File: src/rtl/linear_layer_fifo_pkg.sv
// rtl/linear_layer_fifo_pkg.sv - shared sizing and parameter-legality helpers for Linear_Layer FIFOs
package linear_layer_fifo_pkg;

  function automatic int unsigned occ_width(input int unsigned depth, input int unsigned out_reg);
    return $clog2(depth + out_reg + 1);
  endfunction

  function automatic bit srl_params_ok(input int unsigned data_width, input int unsigned addr_width,
                                       input int unsigned depth, input int unsigned out_reg);
    return (data_width >= 1) && (depth >= 2) && (depth <= (1 << addr_width)) &&
           (out_reg <= 1) && (occ_width(depth, out_reg) <= addr_width + 1);
  endfunction

endpackage

File: src/rtl/linear_layer_srl_fifo_shiftreg.sv
// rtl/linear_layer_srl_fifo_shiftreg.sv - unreset shift-register storage with addressed read
// Kept free of reset so the array maps onto SRL primitives.
module linear_layer_srl_fifo_shiftreg #(
  parameter int DATA_WIDTH = 32,
  parameter int ADDR_WIDTH = 4,
  parameter int DEPTH      = 16
) (
  input  logic                  clk,
  input  logic                  i_we,
  input  logic [DATA_WIDTH-1:0] i_din,
  input  logic [ADDR_WIDTH-1:0] i_addr,
  output logic [DATA_WIDTH-1:0] o_dout
);

  logic [DATA_WIDTH-1:0] r_srl [DEPTH];

  always_ff @(posedge clk) begin
    if (i_we) begin
      for (int i = DEPTH - 1; i > 0; i--) begin
        r_srl[i] <= r_srl[i-1];
      end
      r_srl[0] <= i_din;
    end
  end

  assign o_dout = r_srl[i_addr];

endmodule

File: src/rtl/linear_layer_srl_fifo.sv
// rtl/linear_layer_srl_fifo.sv - SRL FIFO with occupancy, almost flags, sticky errors, optional output register
module linear_layer_srl_fifo
  import linear_layer_fifo_pkg::*;
#(
  parameter int DATA_WIDTH    = 32,
  parameter int ADDR_WIDTH    = 4,
  parameter int DEPTH         = 16,
  parameter int AFULL_THRESH  = DEPTH - 2,
  parameter int AEMPTY_THRESH = 1,
  parameter int OUT_REG       = 0
) (
  input  logic                  clk,
  input  logic                  reset_n,
  input  logic                  if_write_ce,
  input  logic                  if_write,
  input  logic [DATA_WIDTH-1:0] if_din,
  output logic                  if_full_n,
  input  logic                  if_read_ce,
  input  logic                  if_read,
  output logic [DATA_WIDTH-1:0] if_dout,
  output logic                  if_empty_n,
  output logic [ADDR_WIDTH:0]   if_num_data_valid,
  output logic                  if_almost_full,
  output logic                  if_almost_empty,
  output logic                  overflow_err,
  output logic                  underflow_err
);

  localparam int CNT_W = ADDR_WIDTH + 1;
  localparam logic [CNT_W-1:0] CAPACITY = CNT_W'(DEPTH + OUT_REG);
  localparam logic [CNT_W-1:0] AFULL_T  = CNT_W'(AFULL_THRESH);
  localparam logic [CNT_W-1:0] AEMPTY_T = CNT_W'(AEMPTY_THRESH);

  if (!srl_params_ok(DATA_WIDTH, ADDR_WIDTH, DEPTH, OUT_REG)) begin : g_param_check
    $error("linear_layer_srl_fifo: illegal DATA_WIDTH/ADDR_WIDTH/DEPTH/OUT_REG combination");
  end

  logic [CNT_W-1:0]      r_srl_cnt;
  logic [CNT_W-1:0]      w_srl_cnt_next;
  logic [CNT_W-1:0]      w_occ;
  logic [CNT_W-1:0]      w_occ_next;
  logic                  w_push;
  logic                  w_pop;
  logic                  w_load;
  logic                  w_out_valid;
  logic [ADDR_WIDTH-1:0] w_rd_addr;
  logic [DATA_WIDTH-1:0] w_srl_dout;
  logic [DATA_WIDTH-1:0] w_dout;
  logic                  r_almost_full;
  logic                  r_almost_empty;
  logic                  r_overflow;
  logic                  r_underflow;

  assign w_push    = if_write_ce & if_write & if_full_n;
  assign w_pop     = if_read_ce & if_read & if_empty_n;
  assign w_rd_addr = ADDR_WIDTH'(r_srl_cnt - CNT_W'(1));

  linear_layer_srl_fifo_shiftreg #(
    .DATA_WIDTH (DATA_WIDTH),
    .ADDR_WIDTH (ADDR_WIDTH),
    .DEPTH      (DEPTH)
  ) u_shiftreg (
    .clk    (clk),
    .i_we   (w_push),
    .i_din  (if_din),
    .i_addr (w_rd_addr),
    .o_dout (w_srl_dout)
  );

  // w_load is whatever removes a word from the SRL: a pop directly, or a refill of the output stage.
  if (OUT_REG != 0) begin : g_out_reg
    logic                  r_out_valid;
    logic [DATA_WIDTH-1:0] r_out_data;

    assign w_load = (r_srl_cnt != '0) && (!r_out_valid || w_pop);

    always_ff @(posedge clk or negedge reset_n) begin
      if (!reset_n) begin
        r_out_valid <= 1'b0;
        r_out_data  <= '0;
      end else if (w_load) begin
        r_out_valid <= 1'b1;
        r_out_data  <= w_srl_dout;
      end else if (w_pop) begin
        r_out_valid <= 1'b0;
      end
    end

    assign w_out_valid = r_out_valid;
    assign w_dout      = r_out_data;
    assign w_occ       = r_srl_cnt + CNT_W'(r_out_valid);
  end else begin : g_no_out_reg
    assign w_load      = w_pop;
    assign w_out_valid = (r_srl_cnt != '0);
    assign w_dout      = w_srl_dout;
    assign w_occ       = r_srl_cnt;
  end

  assign w_srl_cnt_next = r_srl_cnt + CNT_W'(w_push) - CNT_W'(w_load);
  assign w_occ_next     = w_occ + CNT_W'(w_push) - CNT_W'(w_pop);

  always_ff @(posedge clk or negedge reset_n) begin
    if (!reset_n) begin
      r_srl_cnt      <= '0;
      r_almost_full  <= (AFULL_THRESH == 0);
      r_almost_empty <= 1'b1;
      r_overflow     <= 1'b0;
      r_underflow    <= 1'b0;
    end else begin
      r_srl_cnt      <= w_srl_cnt_next;
      r_almost_full  <= (w_occ_next >= AFULL_T);
      r_almost_empty <= (w_occ_next <= AEMPTY_T);
      if (if_write_ce && if_write && !if_full_n) r_overflow  <= 1'b1;
      if (if_read_ce && if_read && !if_empty_n)  r_underflow <= 1'b1;
    end
  end

  assign if_full_n         = (w_occ != CAPACITY);
  assign if_empty_n        = w_out_valid;
  assign if_dout           = w_dout;
  assign if_num_data_valid = w_occ;
  assign if_almost_full    = r_almost_full;
  assign if_almost_empty   = r_almost_empty;
  assign overflow_err      = r_overflow;
  assign underflow_err     = r_underflow;

endmodule

File: config.mk
export PLATFORM = sky130hd
export DESIGN_NAME = linear_layer_srl_fifo
export DESIGN_NICKNAME = d
export VERILOG_FILES = /design/src/rtl/linear_layer_fifo_pkg.sv /design/src/rtl/linear_layer_srl_fifo_shiftreg.sv /design/src/rtl/linear_layer_srl_fifo.sv
export SDC_FILE = /design/constraint.sdc
export NUM_CORES = 1
export LEC_CHECK = 0
export CAP_MARGIN = 5
export CORE_ASPECT_RATIO = 0.7
export CORE_MARGIN = 3
export CORE_UTILIZATION = 45
export DETAILED_ROUTE_END_ITERATION = 8
export HOLD_SLACK_MARGIN = 0.12
export MAX_ROUTING_LAYER = met4
export PLACE_DENSITY = 0.72
export SETUP_SLACK_MARGIN = 0.1
export SYNTH_ARGS = -nofsm -noshare
export SYNTH_HDL_FRONTEND = slang
export SYNTH_HIERARCHICAL = 1
export SYNTH_SLANG_ARGS = --single-unit
File: constraint.sdc
create_clock -name clk -period 11.2 [get_ports clk]
set_clock_uncertainty 0.15 [all_clocks]
set_input_delay 2.24 -clock clk [delete_from_list [all_inputs] [get_ports clk]]
set_output_delay 2.24 -clock clk [all_outputs]
set_load 0.05 [all_outputs]
== Yosys cells after proc, flatten, opt, wreduce, memory -nomap -nowiden ==
Memory sizes are Yosys's and may differ from the RTL's.
Cells that the tools add are included.
Storage, ports and cells
  ROM bits: 0
  memories kept: 1
  output and inout bits: 43
  bits in latches: 0
  bits in registers: 9
  RAM bits: 512
Cells by class
  shift operators: 0
  muxes and demuxes: 2
  add/subtract/negate cells: 3
  $mul: 0
  bitwise operators: 4
  divide/modulo/power cells: 0
  magnitude comparators: 2
  reduce and logical (&&, ||, !) cells: 7
  equal/unequal tests: 1
Memory list
  u_shiftreg.r_srl: words 16, bits a word 32, rd ports 16, clocked after Yosys merged registers in 0, wr ports 16, line linear_layer_srl_fifo_shiftreg.sv:15  | logic [DATA_WIDTH-1:0] r_srl [DEPTH];
Operator list (number)
  5-bit by 1-bit adder with 5-bit output: 1
  5-bit by 4-bit greater-or-equal comparator with 1-bit output (second input constant): 1
  5-bit by 1-bit <= comparator with 1-bit output (second input constant): 1
  5-bit inequality test (second input constant): 1
  5-bit nonzero test: 1
  5-bit by 1-bit subtractor with 5-bit output: 1
  1-bit bitwise AND: 4
  1-bit logical AND: 4
  4-bit by 1-bit subtractor with 4-bit output (second input constant): 1
  1-bit logical NOT: 2
  1-bit 2-to-1 mux: 2

== Logic depth before layout (Yosys ltp) ==
Gate-level depths: netlist of the first run.
  depth in word-level cells: 5
  mapped depth: 13
  gate-level depth less buffers: 13

== Cells and area by module ==
The synthesis of the first run kept the hierarchy.
Modules (own cells, without submodules)
  linear_layer_srl_fifo_shiftreg: area an instance 19103.3 um^2, instances 1, cells each 783
  linear_layer_srl_fifo: area an instance 573.0 um^2, instances 1, cells each 54

== Worst setup path after synthesis of the first run ==
Ideal clock, no wire load.
  path kind: input port to flip-flop
  start: input if_write_ce
  end: memory u_shiftreg.r_srl[0][0] (enable)
  cell stages on the path: 2
  arrival: 12166 ps
  library setup time: 855 ps
  buffers on the path: 0
  slack: -1971 ps
  cell sequence: nand3_1 -> inv_1
RTL lines
  start, declared: line linear_layer_srl_fifo.sv:14  | input logic if_write_ce,
  end, declared: line linear_layer_srl_fifo_shiftreg.sv:15

== Worst setup path in the final report of the first run ==
  start: register r_srl_cnt[0] (netlist: if_num_data_valid[0])
  end: output if_dout[20]
Between the ends
  word-level cells in the longest chain between the ends: 2
Ends and longest elaborated chain
  start, declared: line linear_layer_srl_fifo.sv:38  | logic [CNT_W-1:0] r_srl_cnt;
  start signal, assigned: line linear_layer_srl_fifo.sv:110  | r_srl_cnt <= w_srl_cnt_next;
  4-bit by 1-bit subtractor with 4-bit output: line linear_layer_srl_fifo.sv:56  | assign w_rd_addr = ADDR_WIDTH'(r_srl_cnt - CNT_W'(1));
  net w_rd_addr[0]: line linear_layer_srl_fifo.sv:46  | logic [ADDR_WIDTH-1:0] w_rd_addr;
  memory read 16 x 32 bit
  end, declared: line linear_layer_srl_fifo.sv:20  | output logic [DATA_WIDTH-1:0] if_dout,
The timed path passes the listed nets, and every way through them passes these cells.

==> reports/metrics.yaml, run 1 <==
tightestPinTransition_ns: 1.27
drtIter0Drc: 990
gp_routability_congestion: 0.717
grt_pass1_vias: 8880
die_area_sq_um: 46300
vias: 8718
start_util_pct: 46.1
io_pins: 81
ctsResizeCount: 0
max_stage_delay_ns: 0.71
core_region_area_sq_um: 42700
drive_gt1_share_pct: 21.4
grt_max_degree: 225
cts_setup_buffers: 0
synth-seq-cells: 521
maxSlewViolCount: 0
crit_fanout: 86
dp_slack_ns: 3.91
fill_cells: 3272
hpwl_mm: 17.8
die_y_um: 181
worstSetupPathDepth: 9
clk_latency_ns: 0.54
drc: 0
worstSetupEndpointType: "output port"
start_kind: "flop"
grt_antenna_before_repair: 0
cp_common_cell: "buf_4"
max-slew-margin-rel_pct: 15.4
critPathTopFamily: "buffers and inverters"
fin_crit_sh_pct: 68.6
rsz0062_at_grt: "no"
cts_root_buf: "clkbuf_16"
hold_depth: 0
synth.avg_cell_area_sq_um: 23.5
cts_buffer_depth: 3
cp_slowest_cell: "clkdlybuf4s50_1"
syn-num-nets: 886
synth_top_family_by_area: "multiplexers"
nets: 982
grt.overflow.total: 0
cts_tree: "yes"
area_growth_pct: 15.2
wire_per_inst_um: 21.3
status: "completed"
via_per_inst: 5.60
cts_hold_buf: 0
max_freq_ghz: 0.130
portBuffers: 80
yosysSeqAreaShare_pct: 79.3
synth_compound_area_share_pct: 2.71
ys_types: 26
ys_warn_count: 6
critical_path_class: "flop to output port"
crit_chain: "inv_8 > ha_1 > inv_4 > buf_4 > buf_4 > mux4_2 > a22oi_1 > nand2_1 > clkdlybuf4s50_1"
synth_xor_xnor_area_share_pct: 0.267
grt_pass1_wl_mm: 52.4
worstPathRequired_ns: 8.81
diodes: 0
setup_slack_ns: 3.51
rr_worst_depth: 7
finalSetupViolCount: 0
clkTransAtPathRegs_ns: 0.06
cp.arrival_ns: 5.30
final.min_clock_period_ns: 7.69
finalWirelength_mm: 33.2
syn_inst: 837
yosys.area_share.adder_pct: 0.738
num_rows: 63
first_pass_iters: 5
finalHoldViolations: 0
ant_nets: 0
hp-class: "flop to flop"
cts_htree_levels: 2
synth-simple-area-share_pct: 0.986
cts_buffers: 48
fp.dieW_um: 256
cts.sinks: 521
setup-tns-final_ns: 0
synth_area_sq_um: 19700
grt.total_usage_pct: 14.7
cp_num_buf_inv: 5
synth_mux_area_share_pct: 14.7
maxCapViolations: 0
-- per-stage QoR --
| step | utilization (%) | hold slack (ns) | area, sq um | std cells |
|---|---|---|---|---|
| after global routing | 53.0 | 0.298 | 22700 | 1556 |
| final | 53.0 | 0.293 | 22700 | 1556 |
| after floorplan | - | 0.271 | 19700 | 837 |
| after CTS | 53.0 | 0.293 | 22700 | 1556 |
| after global placement | 49.4 | 0.273 | 21100 | 1468 |
| after detailed placement | 49.4 | 0.279 | 21100 | 1468 |
-- area by class of cell --
class	instances	area, sq um	share of cell area, %
well taps	585	732	3.23
repair buffers	89	893	3.94
clock buffers	59	1260	5.58
inverters	12	58.8	0.260
flip-flops and latches	521	15600	68.8
multi-input cells	261	3830	16.9
clock inverters	29	280	1.24
-- logic make-up (layout without fill, tap and decap cells) --
| logic type | count (synthesis) | in the layout |
|---|---|---|
| AOI/OAI and AO/OA | 71 | 71 |
| buffers and inverters | 55 | 189 |
| adders and majority gates | 11 | 11 |
| muxes | 128 | 128 |
| and+or+nand+nor | 45 | 45 |
| xor gates and xnor gates | 6 | 6 |
| DFF | 521 | 521 |
-- layout by cell type (no fill, tap or decap), types with 2 or more instances in the layout --
| cell | n |
|---|---|
| ha_1 | 10 |
| clkinv_2 | 5 |
| nand3_1 | 2 |
| clkbuf_1 | 10 |
| xnor2_1 | 5 |
| clkinv_1 | 17 |
| clkbuf_16 | 49 |
| a22oi_1 | 64 |
| buf_12 | 2 |
| o21bai_1 | 4 |
| inv_1 | 9 |
| nor2b_4 | 2 |
| bufinv_16 | 6 |
| clkdlybuf4s50_1 | 80 |
| mux4_2 | 128 |
| inv_8 | 2 |
| nand2_1 | 36 |
| edfxtp_1 | 512 |
| dfrtp_1 | 8 |
| buf_4 | 7 |
-- Yosys cell counts (all sizes together) --
cell	count	area, sq um
ha	10	125
o21bai	4	30.0
clkbuf	17	63.8
xor2	1	8.76
xnor2	5	43.8
nor2b	3	18.8
a22oi	64	480
and2	1	6.26
edfxtp	512	15400
a21oi	2	13.8
nor2	1	3.75
nand2	36	135
fa	1	20.0
nand3b	1	7.51
a31o	1	8.76
dfrtp	8	200
mux4	128	2880
buf	26	159
nand3	2	10.0
nor4	1	12.5
dfstp	1	26.3
inv	12	45.0
-- registers in the layout, indices dropped and copies added, names as in the netlist --
name	count
if_almost_empty	1
u_shiftreg/r_srl	512
if_almost_full	1
if_num_data_valid	5
underflow_err	1
overflow_err	1
-- path summary, 6_finish.rpt --
check | endpoint | start | slack [ns]
min reg2reg | u_shiftreg/r_srl[6][6] | u_shiftreg/r_srl[5][6] | 0.29
max | if_dout[20] | if_num_data_valid[0] | 3.51
min | u_shiftreg/r_srl[6][6] | u_shiftreg/r_srl[5][6] | 0.29
min in group asynchronous | if_num_data_valid[1] | reset_n | 1.85
max in group asynchronous | if_almost_empty | reset_n | 8.72
max reg2reg | u_shiftreg/r_srl[4][3] | if_num_data_valid[0] | 7.39
-- routing by layer --
metal	vias to the layer above	routed length [um]	GRT usage [%]
met4	0	584	3.17
met5	-	0	-
met3	54	1950	3.08
met1	4663	15700	22.6
li1	3757	-	-
met2	244	15000	20.5
Power of run 1 is left out: the tool's default activity adds up to more than one toggle a clock period on the data nets, which glitch-free logic cannot reach.
==> run 2: changes to the inputs <==
Settings changed: PLACE_DENSITY 0.72 to 0.7.
Clock period 11.2 ns to 7.5 ns, I/O delays scaled along.
==> reports/metrics.yaml, run 2 (synthesis results as in run 1) <==
die_area_sq_um: 46300  # unchanged
r2r_setup_slack_ns: 3.95  # was 7.39 ns
maxSlewViolCount: 0  # unchanged
max_stage_delay_ns: 1.10  # was 0.71 ns
cp_slowest_cell: "nor2b_4"  # was clkdlybuf4s50_1
fp.dieW_um: 256  # unchanged
area_growth_pct: 15.0  # was 15.2%
vias: 8691  # was 8718
ant_nets: 0  # unchanged
cts_setup_buffers: 0  # unchanged
rr_worst_depth: 6  # was 7
maxCapViolations: 0  # unchanged
grt_pass1_vias: 8765  # was 8880
finalSetupViolCount: 0  # unchanged
worstPathRequired_ns: 5.85  # was 8.81 ns
cts_buffer_depth: 3  # unchanged
hold_depth: 0  # unchanged
fill_cells: 3294  # was 3272
portBuffers: 80  # unchanged
utilization_pct: 52.9  # was 53.0%
via_per_inst: 5.59  # was 5.60
drc: 0  # unchanged
core_region_area_sq_um: 42700  # unchanged
drtIter0Drc: 878  # was 990
cts_buffers: 48  # unchanged
cts.sinks: 521  # unchanged
crit_fanout: 43  # was 86
nets: 980  # was 982
cts_tree: "yes"  # unchanged
die_y_um: 181  # unchanged
grt.overflow.total: 0  # unchanged
tightestPinTransition_ns: 1.25  # was 1.27 ns
cts_htree_levels: 2  # unchanged
hp-class: "flop to flop"  # unchanged
status: "completed"  # unchanged
r2r-end: "u_shiftreg/r_srl[5][15]"  # was u_shiftreg/r_srl[4][3]
first_pass_iters: 5  # unchanged
gp_routability_congestion: 0.711  # was 0.717
crit_chain: "inv_8 > ha_1 > xor2_1 > nor2b_4 > a22oi_1 > nand2_1 > clkdlybuf4s50_1"  # was inv_8 > ha_1 > inv_4 > buf_4 > buf_4 > mux4_2 > a22oi_1 > nand2_1 > clkdlybuf4s50_1
grt_pass1_wl_mm: 52.5  # was 52.4 mm
largest_reg_flops: 512  # unchanged
finalHoldViolations: 0  # unchanged
grt_antenna_before_repair: 2  # was 0
num_rows: 63  # unchanged
cts_root_buf: "clkbuf_16"  # unchanged
worstSetupEndpointType: "output port"  # unchanged
final_cell_mix: "512 x edfxtp_1, 128 x mux4_2, 80 x clkdlybuf4s50_1"  # unchanged
wire_per_inst_um: 21.3  # about the same
setup_slack_ns: 1.36  # was 3.51 ns
clkTransAtPathRegs_ns: 0.06  # about the same
start_kind: "flop"  # unchanged
fin_crit_sh_pct: 81.8
largest-register: "u_shiftreg/r_srl"  # unchanged
final_common_cell: "edfxtp_1"  # unchanged
dp_slack_ns: 1.86  # was 3.91 ns
rsz0062_at_grt: "no"  # unchanged
grt.total_usage_pct: 14.7  # about the same
drive_gt1_share_pct: 22.1  # was 21.4%
max-slew-margin-rel_pct: 16.6  # was 15.4%
cts_hold_buf: 0  # unchanged
hpwl_mm: 17.8  # about the same
start_util_pct: 46.1  # unchanged
grt_max_degree: 214  # was 225
final.min_clock_period_ns: 6.14
min_from: "u_shiftreg/r_srl[2][31]"  # was u_shiftreg/r_srl[5][6]
ctsResizeCount: 0  # unchanged
clk_latency_ns: 0.55  # was 0.54 ns
cp.arrival_ns: 4.49  # was 5.30 ns
r2r-start: "if_num_data_valid[0]"  # unchanged
min_to: "u_shiftreg/r_srl[3][31]"  # was u_shiftreg/r_srl[6][6]
io_pins: 81  # unchanged
max_freq_ghz: 0.163
finalWirelength_mm: 33.2  # about the same
critical_path_class: "flop to output port"  # unchanged
-- run 2: cell types whose count changed in the layout (fill, tap and decap cells not counted), sizes merged --
cell / change
diode: +2
clkinvlp: +1
inv: +1
bufinv: -3
clkinv: -1
buf: -2
-- run 2: stage by stage --
step	instance area [sq um]	instances	hold WS, ns	setup TNS (ns)
6_report	22600	1554	0.290	0
5_1_grt	22600	1554	0.294	0
4_1_cts	22600	1552	0.292	0
3_5_place_dp	21100	1466	0.277	0
3_3_place_gp	21100	1466	0.274	0
2_1_floorplan	19700	837	0.271	-1172.25
-- run 2: worst max-delay path by stage --
| stage | start | endpoint | cells past startpoint |
|---|---|---|---|
| after floorplan | if_write_ce | u_shiftreg/r_srl[0][0] | 2 |
| after global placement | if_num_data_valid[0] | if_dout[2] | 7 |
| after detailed placement | if_num_data_valid[0] | if_dout[21] | 7 |
| after CTS | if_num_data_valid[0] | if_dout[21] | 7 |
| after global routing | if_num_data_valid[0] | if_dout[21] | 7 |
| final | if_num_data_valid[0] | if_dout[21] | 7 |
-- run 2: layout make-up --
type	count	area, sq um	share of cell area, %
sequential	521	15600	69.0
multi-input combinational	261	3850	17.0
clock buffer	59	1260	5.59
timing repair buffer	87	903	3.99
tap	585	732	3.24
clock inverter	27	209	0.924
inverter	12	58.8	0.260
antenna	2	5.00	0.0221
-- run 2: per-layer routing --
layer / up-vias / GRT usage, % / share of wire (%)
met3: 47 / 3.50 / 6.9
met4: 0 / 3.76 / 1.8
met1: 4608 / 22.9 / 48
met5: - / - / 0
met2: 278 / 19.5 / 44
li1: 3758 / - / -
-- run 2: worst max-delay path, delay by kind of cell (launching register included) --
family | cells | cell delay (ns)
adder cells (fa/ha/maj) | 1 | 0.25
AO/OA/AOI/OAI | 1 | 0.23
flip-flops | 1 | 0.47
XOR/XNOR | 1 | 0.46
buffers and inverters | 2 | 1.19
AND/OR/NAND/NOR | 2 | 1.31
Power of run 2 is left out for the same reason.
